**src/rtl/bcd_pulse_generator.sv**
```systemverilog
// bcd_pulse_generator
// Turns a two-digit BCD request (Tens, Units) into that many clean pulses on
// Pulse. Each pulse is HIGH_CYCLES clocks high, followed by LOW_CYCLES clocks
// low, so a 4-cycle-high pulse detector counts every pulse exactly once.
// Busy covers the whole accepted run. Done marks the end of a run. Error
// marks a rejected request. All outputs are registered.

module bcd_pulse_generator #(
    parameter int HIGH_CYCLES = 4,
    parameter int LOW_CYCLES  = 4,
    parameter int MAX_COUNT   = 31
) (
    input  logic       CLK,
    input  logic       Reset,
    input  logic       Start,
    input  logic [3:0] Tens,
    input  logic [3:0] Units,
    output logic       Pulse,
    output logic       Busy,
    output logic       Done,
    output logic       Error
);

    // The phase counter must be wide enough for the longer of the two phases.
    localparam int PHASE_MAX = (HIGH_CYCLES > LOW_CYCLES) ? HIGH_CYCLES : LOW_CYCLES;
    localparam int CNT_W     = (PHASE_MAX > 1) ? $clog2(PHASE_MAX) : 1;

    localparam logic [CNT_W-1:0] HIGH_LAST = CNT_W'(HIGH_CYCLES - 1);
    localparam logic [CNT_W-1:0] LOW_LAST  = CNT_W'(LOW_CYCLES - 1);
    localparam logic [7:0]       MAX_REQ   = 8'(MAX_COUNT);

    typedef enum logic [2:0] {
        S_IDLE,
        S_LOAD,
        S_HIGH,
        S_LOW,
        S_DONE,
        S_ERR
    } state_t;

    state_t           r_state;
    state_t           w_nextState;

    logic [3:0]       r_tens;
    logic [3:0]       r_units;
    logic [4:0]       r_remaining;
    logic [CNT_W-1:0] r_phaseCnt;

    logic             r_pulse;
    logic             r_busy;
    logic             r_done;
    logic             r_error;

    logic [7:0]       w_reqCount;
    logic             w_digitsOk;
    logic             w_requestValid;
    logic [5:0]       w_loadCount;
    logic             w_highLast;
    logic             w_lowLast;

    // Validate the live request digits so IDLE can choose between LOAD and ERR.
    always_comb begin
        w_reqCount     = ({4'b0000, Tens} * 8'd10) + {4'b0000, Units};
        w_digitsOk     = (Tens <= 4'd9) && (Units <= 4'd9);
        w_requestValid = w_digitsOk && (w_reqCount <= MAX_REQ);
    end

    // Convert the latched digits to binary with shifts and adds: Tens*8 + Tens*2 + Units.
    always_comb begin
        w_loadCount = {r_tens[2:0], 3'b000} + {1'b0, r_tens, 1'b0} + {2'b00, r_units};
        w_highLast  = (r_phaseCnt == HIGH_LAST);
        w_lowLast   = (r_phaseCnt == LOW_LAST);
    end

    // Hold the current state. Reset aborts any train in progress.
    always_ff @(posedge CLK or negedge Reset) begin
        if (!Reset) begin
            r_state <= S_IDLE;
        end else begin
            r_state <= w_nextState;
        end
    end

    // Choose the next state. Start only has an effect in IDLE.
    always_comb begin
        w_nextState = r_state;
        case (r_state)
            S_IDLE: begin
                if (Start) begin
                    w_nextState = w_requestValid ? S_LOAD : S_ERR;
                end
            end
            S_LOAD: begin
                w_nextState = (w_loadCount == 6'd0) ? S_DONE : S_HIGH;
            end
            S_HIGH: begin
                if (w_highLast) begin
                    w_nextState = S_LOW;
                end
            end
            S_LOW: begin
                if (w_lowLast) begin
                    w_nextState = (r_remaining == 5'd0) ? S_DONE : S_HIGH;
                end
            end
            S_DONE: begin
                w_nextState = S_IDLE;
            end
            S_ERR: begin
                w_nextState = S_IDLE;
            end
            default: begin
                w_nextState = S_IDLE;
            end
        endcase
    end

    // Capture the digits only when a valid request is accepted.
    // Later input changes cannot disturb the run in progress.
    always_ff @(posedge CLK or negedge Reset) begin
        if (!Reset) begin
            r_tens  <= 4'd0;
            r_units <= 4'd0;
        end else if ((r_state == S_IDLE) && Start && w_requestValid) begin
            r_tens  <= Tens;
            r_units <= Units;
        end
    end

    // Track the pulses still to send and the cycles spent in the current phase.
    // A pulse is consumed as the train enters its low phase.
    always_ff @(posedge CLK or negedge Reset) begin
        if (!Reset) begin
            r_remaining <= 5'd0;
            r_phaseCnt  <= '0;
        end else begin
            case (r_state)
                S_LOAD: begin
                    r_remaining <= w_loadCount[4:0];
                    r_phaseCnt  <= '0;
                end
                S_HIGH: begin
                    if (w_highLast) begin
                        r_phaseCnt  <= '0;
                        r_remaining <= r_remaining - 5'd1;
                    end else begin
                        r_phaseCnt <= r_phaseCnt + 1'b1;
                    end
                end
                S_LOW: begin
                    if (w_lowLast) begin
                        r_phaseCnt <= '0;
                    end else begin
                        r_phaseCnt <= r_phaseCnt + 1'b1;
                    end
                end
                default: begin
                    r_phaseCnt <= '0;
                end
            endcase
        end
    end

    // Register the outputs from the next state so they line up with the state they describe.
    always_ff @(posedge CLK or negedge Reset) begin
        if (!Reset) begin
            r_pulse <= 1'b0;
            r_busy  <= 1'b0;
            r_done  <= 1'b0;
            r_error <= 1'b0;
        end else begin
            r_pulse <= (w_nextState == S_HIGH);
            r_busy  <= (w_nextState == S_LOAD) || (w_nextState == S_HIGH) ||
                       (w_nextState == S_LOW)  || (w_nextState == S_DONE);
            r_done  <= (w_nextState == S_DONE);
            r_error <= (w_nextState == S_ERR);
        end
    end

    assign Pulse = r_pulse;
    assign Busy  = r_busy;
    assign Done  = r_done;
    assign Error = r_error;

endmodule
```
**config.mk**
```make
export PLATFORM = sky130hd
export DESIGN_NAME = bcd_pulse_generator
export DESIGN_NICKNAME = d
export VERILOG_FILES = /design/src/rtl/bcd_pulse_generator.sv
export SDC_FILE = /design/constraint.sdc
export NUM_CORES = 1
export LEC_CHECK = 0
export ABC_AREA = 1
export BUFFER_PORTS_ARGS = -buffer_cell sky130_fd_sc_hd__buf_2
export CAP_MARGIN = 20
export CORE_MARGIN = 1
export CORE_UTILIZATION = 59
export CTS_CLUSTER_SIZE = 20
export DETAILED_ROUTE_END_ITERATION = 10
export HOLD_SLACK_MARGIN = 0.1
export PLACE_DENSITY_LB_ADDON = 0.1
export SETUP_SLACK_MARGIN = 0.3
export SYNTH_ARGS = -nofsm -noshare
export SYNTH_HDL_FRONTEND = slang
export SYNTH_SLANG_ARGS = --single-unit
```
**constraint.sdc**
```tcl
create_clock -name CLK -period 2.75 [get_ports CLK]
set_input_delay 0.1375 -clock CLK [delete_from_list [all_inputs] [get_ports CLK]]
set_output_delay 0.1375 -clock CLK [all_outputs]
set_load 0.02 [all_outputs]
```
==> flow_summary.ini, run 1 <==
[run_status]
outcome = finished clean

[routing]
drt-total-wl_um = 3260
drc = 0
wire_per_inst_um = 12.9
vias_per_cell = 5.34
drt_iter0_drc = 25
drt_pass1_iterations = 4
ant_nets = 0
num_vias = 1345

[floorplanning]
ioPinCount = 15
die_height_um = 54.2
die_area_um2 = 2940
std_cell_rows = 18
floorplan.initialDensity_pct = 63.7
coreArea_um2 = 2520
die_width_um = 54.2

[clocking]
clk_transition_reported_paths_ns = 0.14
clock_tree.buffer_depth = 2
tritoncts.num_buffers = 3
clk-insertion-delay-late_ns = 0.33
htreeDepth = 1
tritoncts = yes
tritoncts_num_sinks = 22
root_buffer_selected_by_cts = sky130_fd_sc_hd__clkbuf_4

[pwr]
power_report.internal_total_mw = 0.992
leakagePower_nw = 0.988
final_total_power_mw = 1.78
power.share.switching_pct = 44.3
worst_ir_drop_vdd_mv = 0.695
clock_power_share_pct = 14.4
powerDensity_nw_per_um2 = 980
power_frac_comb_pct = 54.1
power.share.sequential_pct = 31.5
net_switching_power_of_the_design_mw = 0.790

[sta]
finalSetupViolations = 0
fmax_mhz = 433
worstMarginPinSlew_ns = 0.483
slew_viol_final = 0
finalWorstPathRequiredPeriod_ns = 2.31
layout_worst_path_cycle_share_pct = 84.0
hold-worst-slack_ns = 0.110
fin_tns_setup_ns = 0
fin_worst_skew_ns = 0.00852
max-slew-margin-rel_pct = 67.8
rsz_0062_raised_after_global_routing = false
final_hold_viol_count = 0

[yosys]
synthesis.yosys.warnings = 0
ys_async_sr_fraction_pct = 100
area_share_of_the_largest_cell_type_after_synthesis_pct = 34.2
number_of_flops_mapped_to_enable_cells_by_yosys = 0
synth_seq_area_share_pct = 34.2
most_common_cell_in_the_netlist = sky130_fd_sc_hd__nand2_1
syn-cell-area_um2 = 1610
ys_dominant_reg_cell = sky130_fd_sc_hd__dfrtp_1
synthCells = 199
most_numerous_cell_types_in_the_synthesized_netlist = sky130_fd_sc_hd__nand2_1, sky130_fd_sc_hd__inv_1, sky130_fd_sc_hd__dfrtp_1
postSynthNetCount = 230
synth_cell_types = 23
ys_ff_latch = 22
yosys.area.top_type = sky130_fd_sc_hd__dfrtp_1
synth_top_cells_by_area = sky130_fd_sc_hd__dfrtp_1, sky130_fd_sc_hd__ha_1, sky130_fd_sc_hd__nand2_1
synth.avg_cell_area_um2 = 8.08

[flow_run]
timing.max_cap.violations = 0

[global_route]
grt_start_max_net_pins = 23
grt_pass1_vias = 1336
globalRoute.totalOverflow = 0
global_route.usage.total_pct = 26.5
number_of_antenna_violations_at_the_first_check_in_global_routing = 0
grt_first_pass_wirelength_um = 5510

[setup_path]
r2r.worst_path.cells = 10
rrSetupSlack_ns = 0.44
critical_path.reg2reg.endpoint = Busy
worstPathMaxFanout = 3
path_class = register to register
timing.critical_path.arrival_ns = 2.54
worst_setup_path_start_kind = register
critPathRequiredTime_ns = 2.98
end_kind = register
worst_r2r_startpoint = r_tens[0]

[finish]
diode_insertion_count_for_antenna_repair = 0
final_layout_size_suffix_gt1_share_pct = 19.8
final.fill_count = 204
nNetsFinal = 254
area_growth_syn_to_layout_pct = 13.1

[hold_path]
hold_start = Tens[2]
holdCritPathClass = primary input to register
whs_endpoint = r_tens[2]
min_path_cells = 3

[placed_design]
number_of_buffer_cells_added_on_primary_ports = 14
gp_congestion = 0.905
post-dp-hpwl_um = 2580
[per-layer routing]
layer  share of wire (%)  vias to the layer above  GRT usage (%)
met3                 3.9                        8           5.65
li1                    -                      684              -
met5                   0                        -              0
met1                  45                      632           31.9
met2                  49                       21           46.1
met4                 1.3                        0           8.97
[power groups by stage]
stage	clock (mW)	sequential (mW)	combinational [mW]
2_1_floorplan	0	0.575	0.680
3_3_place_gp	0	0.561	0.865
3_5_place_dp	0	0.566	0.910
4_1_cts	0.257	0.559	0.927
5_1_grt	0.273	0.578	1.10
6_report	0.257	0.560	0.964
[registers in the layout, indices dropped and copies added (netlist names)]
name and cells:
Done 1, Pulse 1, Error 1, r_remaining 5, r_phaseCnt 2, Busy 1
r_units 4, r_state 3, r_tens 4
[how the worst max path moves through the flow]
stage,start,endpoint,slack (ns),cells after the start
after floorplan,r_tens[2],Busy,0.59,10
after global placement,Tens[1],r_tens[0],0.42,11
after detailed placement,Tens[3],r_tens[0],0.37,11
after CTS,r_tens[2],Busy,0.39,10
after global routing,r_tens[0],Busy,0.29,10
final,r_tens[0],Busy,0.44,10
[layout make-up]
cell class / count / area [um^2] / share of cell area, %
Clock buffer: 3 / 22.5 / 1.24
Timing Repair Buffer: 20 / 128 / 7.02
Tap cell: 30 / 37.5 / 2.06
Clock inverter: 1 / 30.0 / 1.65
Sequential cell: 22 / 552 / 30.4
Inverter: 36 / 135 / 7.43
Multi-Input combinational cell: 140 / 913 / 50.2
[cell usage in the layout (no fill, tap or decap)]
cell                            Yosys  routed
sky130_fd_sc_hd__nand2_1           43      43
sky130_fd_sc_hd__ha_1              16      16
sky130_fd_sc_hd__nand4_1            2       2
sky130_fd_sc_hd__fa_1               4       4
sky130_fd_sc_hd__nor2_1            13      12
sky130_fd_sc_hd__a31oi_1            1       1
sky130_fd_sc_hd__nand3_1           18      18
sky130_fd_sc_hd__or2_2              1       1
sky130_fd_sc_hd__inv_1             33      33
sky130_fd_sc_hd__o211ai_1           1       1
sky130_fd_sc_hd__bufinv_16          0       1
sky130_fd_sc_hd__a21oi_4            1       1
sky130_fd_sc_hd__nor3_1             1       1
sky130_fd_sc_hd__a21oi_1            6       6
sky130_fd_sc_hd__dlygate4sd3_1      0       5
sky130_fd_sc_hd__buf_4              0       1
sky130_fd_sc_hd__xnor2_1            1       1
sky130_fd_sc_hd__dfrtp_2            0       1
sky130_fd_sc_hd__buf_2              0      14
sky130_fd_sc_hd__o21ai_2            9       9
sky130_fd_sc_hd__nor3_4             1       1
sky130_fd_sc_hd__nand2_2            7       7
sky130_fd_sc_hd__clkbuf_4           0       3
sky130_fd_sc_hd__inv_2              3       3
sky130_fd_sc_hd__o21ai_0           12      12
sky130_fd_sc_hd__dfrtp_1           22      21
sky130_fd_sc_hd__nor2_2             0       1
sky130_fd_sc_hd__nand4_4            1       1
sky130_fd_sc_hd__xor2_1             2       2
[what timing repair did]
action | in CTS | in global routing
setup endpoints to repair | 0 | 1
buffers inserted | 0 | 1
hold buffers | 5 | 0
hold endpoints to repair | 26 | 0
resized for setup | 0 | 2
[per-stage QoR]
stage	worst slack (ns)	area, um^2	utilization (%)	cells
detailed placement	0.366	1700	67.6	242
global placement	0.422	1700	67.6	242
finish	0.439	1820	72.1	252
CTS	0.393	1810	71.6	251
floorplan	0.589	1610	-	199
global route	0.291	1820	72.1	252
[cell families (layout without fill, tap and decap cells)]
group,count (synthesis),after routing,share of synthesized area (%)
compound gates,30,30,12.4
xor+xnor,3,3,1.63
flops,22,22,34.2
buf+inv,37,60,9.11
simple gates,87,87,25.2
fa+ha+maj,20,20,17.4
[worst max-delay path, cell delays in order (launching register included)]
cell and delay, ns:
sky130_fd_sc_hd__dfrtp_1 0.44, sky130_fd_sc_hd__fa_1 0.61, sky130_fd_sc_hd__fa_1 0.46, sky130_fd_sc_hd__nor2_1 0.11, sky130_fd_sc_hd__nand2_1 0.07, sky130_fd_sc_hd__nor2_2 0.13
sky130_fd_sc_hd__nand3_1 0.08, sky130_fd_sc_hd__nand2_1 0.11, sky130_fd_sc_hd__nand3_1 0.09, sky130_fd_sc_hd__nand3_1 0.09, sky130_fd_sc_hd__nand2_1 0.05
No activity file was read; power rests on OpenSTA's default activity.
==> inputs of run 2 (changes only) <==
Settings changed: ABC_AREA 1 to 0, CORE_UTILIZATION 59 to 58.
Clock period 2.75 ns to 2.4 ns, I/O delays scaled along.
==> flow_summary.ini, run 2 <==
[yosys]
synth_seq_area_share_pct = 36.7
ys_ff_latch = 22
number_of_flops_mapped_to_enable_cells_by_yosys = 0
yosys.area.top_type = sky130_fd_sc_hd__dfrtp_1
syn-cell-area_um2 = 1500
synth.avg_cell_area_um2 = 10.5
synth_top_cells_by_area = sky130_fd_sc_hd__dfrtp_1, sky130_fd_sc_hd__ha_1, sky130_fd_sc_hd__mux2_4
synthesis.yosys.warnings = 0
synth_cell_types = 41
area_share_of_the_largest_cell_type_after_synthesis_pct = 36.7
postSynthNetCount = 174
most_numerous_cell_types_in_the_synthesized_netlist = sky130_fd_sc_hd__dfrtp_1, sky130_fd_sc_hd__ha_1, sky130_fd_sc_hd__nor2_1
most_common_cell_in_the_netlist = sky130_fd_sc_hd__dfrtp_1
synthCells = 143
ys_dominant_reg_cell = sky130_fd_sc_hd__dfrtp_1
ys_async_sr_fraction_pct = 100

[run_status]
outcome = complete, but fails checks
violations = design-rule violations

[global_route]
grtUsageMet2_pct = 50.4
grt_pass1_vias = 1189
global_route.usage.met1_pct = 25.8
globalRoute.totalOverflow = 0
met3_track_demand_over_resource_pct = 4.60
number_of_antenna_violations_at_the_first_check_in_global_routing = 0
grt_start_max_net_pins = 23
grt_first_pass_wirelength_um = 5110
global_route.usage.total_pct = 25.9
global_route.peak_usage_layer = met2

[routing]
num_vias = 1212
ant_nets = 0
vias_per_cell = 5.80
drt_iter0_drc = 22
drc = 3
drt-total-wl_um = 3110
drt_pass1_iterations = 7
wire_per_inst_um = 14.9

[setup_path]
cp_common_cell = sky130_fd_sc_hd__ha_4
timing.critical_path.buf_inv = 1
cells_along_the_critical_path = buf_8, ha_4, ha_4, fa_1, nand2_1, or4_4, a21oi_4, nand4_2, o21bai_4, mux2_4
path_class = primary input to register
timing.critical_path.arrival_ns = 2.56
worst_setup_path_start_kind = primary input
rrSetupSlack_ns = 0.12
timing.critical_path.slowest_stage_cell = sky130_fd_sc_hd__or4_4
critPathRequiredTime_ns = 2.61
critical-path-top-delay-family = adder cells
end_kind = register
worstPathMaxFanout = 7
max_stage_delay_ns = 0.53

[flow_run]
timing.max_cap.violations = 0

[sta]
fin_tns_setup_ns = 0
finalSetupViolations = 0
timing.final.ws_setup_ns = 0.0454
finalWorstPathRequiredPeriod_ns = 2.35
worstMarginPinSlew_ns = 0.483
rsz_0062_raised_after_global_routing = true
fin_worst_skew_ns = 0.0106
fmax_mhz = 425
final_hold_viol_count = 0
slew_viol_final = 0
layout_worst_path_cycle_share_pct = 98.1
max-slew-margin-rel_pct = 67.8

[placed_design]
number_of_buffer_cells_added_on_primary_ports = 14
pre_cts_ws_ns = -0.455
placedCellCount = 192
postPlaceCellArea_um2 = 1690
gp_congestion = 0.756
post-dp-hpwl_um = 2360

[floorplanning]
floorplan.initialDensity_pct = 61.2
die_width_um = 52.9
die_area_um2 = 2800
die_height_um = 52.9
ioPinCount = 15
std_cell_rows = 18
coreArea_um2 = 2450

[finish]
leading_cell_types_in_the_layout_fill_and_taps_excluded = sky130_fd_sc_hd__dfrtp_1, sky130_fd_sc_hd__buf_4, sky130_fd_sc_hd__ha_1, sky130_fd_sc_hd__buf_2, sky130_fd_sc_hd__nor2_1
area_growth_syn_to_layout_pct = 26.3
largest_reg_flops = 5
layout.cells.most_common = sky130_fd_sc_hd__dfrtp_1
final_layout_size_suffix_gt1_share_pct = 32.4
register_with_the_most_flip_flops = r_remaining
biggestRegsByFlops = r_remaining: 5 flops, r_tens: 4 flops, r_units: 4 flops
nNetsFinal = 211
diode_insertion_count_for_antenna_repair = 0
finalCoreUtilization_pct = 77.3
postLayoutCellArea_um2 = 1900
final_cells = 209
final.fill_count = 149

[pwr]
worst_ir_drop_vdd_mv = 0.687
leakagePower_nw = 0.938
clock_power_share_pct = 10.4
power_frac_comb_pct = 55.7
power.share.sequential_pct = 33.9
power_report.internal_total_mw = 1.19
net_switching_power_of_the_design_mw = 0.841
power.share.switching_pct = 41.5
powerDensity_nw_per_um2 = 1070

[clocking]
root_buffer_selected_by_cts = sky130_fd_sc_hd__clkbuf_4
tritoncts_num_sinks = 22
htreeDepth = 1
clock_tree.buffer_depth = 2
clk-insertion-delay-late_ns = 0.32
tritoncts = yes
clk_transition_reported_paths_ns = 0.13
tritoncts.num_buffers = 3

[hold_path]
holdCritPathClass = primary input to register
[run 2: cell types whose count changed in the layout (fill, tap and decap cells not counted), sizes merged, moves of 8 or more]
cell / previous run / this run
mux2: 0 / 8
nand3: 18 / 6
o21ai: 21 / 8
buf: 15 / 31
inv: 36 / 11
nand2: 50 / 6
[run 2: cells by family (layout without fill, tap and decap cells)]
logic type               Yosys count  in the layout  share of synthesized area [%]
flip-flops                        22             22                           36.7
AO/OA/AOI/OAI                     30             30                           13.8
XOR/XNOR                           5              5                           2.92
adder cells (fa/ha/maj)           20             20                           18.7
buffers and inverters             15             51                           3.75
multiplexers                      10             10                           9.08
AND/OR/NAND/NOR                   41             41                           15.1
[run 2: worst paths after layout]
kind | startpoint | end | cells past startpoint
worst min register to register | r_phaseCnt[0] | r_phaseCnt[0] | 1
max in group asynchronous | Reset | r_state[0] | 2
worst max register to register | r_units[3] | r_state[2] | 8
min in group asynchronous | Reset | r_remaining[3] | 2
worst max-delay path | Tens[1] | r_units[2] | 10
worst min-delay path | Tens[0] | r_tens[0] | 3
[run 2: cell type report]
type / count / area, um^2 / share of cell area [%]
timing repair buffer: 36 / 264 / 13.9
clock buffer: 4 / 36.3 / 1.91
tap: 30 / 37.5 / 1.98
sequential: 22 / 551 / 29.0
inverter: 11 / 41.3 / 2.18
multi-input combinational: 106 / 967 / 51.0
[run 2: worst register-to-register path, delay by kind of cell (launching register included)]
| kind | cells | cell delay, ns |
|---|---|---|
| adder cells (fa/ha/maj) | 2 | 0.86 |
| AO/OA/AOI/OAI | 4 | 0.67 |
| flip-flops | 1 | 0.42 |
| AND/OR/NAND/NOR | 1 | 0.13 |
| XOR/XNOR | 1 | 0.12 |
[run 2: power groups by stage]
stage	registers [mW]	clock network, mW	logic [mW]
2_1_floorplan	0.643	0	0.765
3_3_place_gp	0.689	0	0.905
3_5_place_dp	0.702	0	0.970
4_1_cts	0.683	0.211	1.08
5_1_grt	0.709	0.234	1.26
6_report	0.687	0.212	1.13
[run 2: routing by layer]
metal / vias up / routed length (um)
li1: 580 / -
met1: 596 / 1230
met2: 28 / 1730
met3: 8 / 77
met4: 0 / 74
met5: - / 0
[run 2: timing repair]
action / in CTS / in global routing
endpoints found under the setup margin: 15 / 15
gates resized for setup: 8 / 5
pin swaps: 7 / 7
buffers inserted: 7 / 1
endpoints found under the hold margin: 26 / 0
hold buffers: 5 / 0
[run 2: metrics by stage]
step / hold WS [ns] / power [mW]
detailed placement: 0.114 / 1.67
CTS: 0.152 / 1.98
finish: 0.155 / 2.03
floorplan: -0.176 / 1.41
global route: 0.151 / 2.20
global placement: 0.100 / 1.59
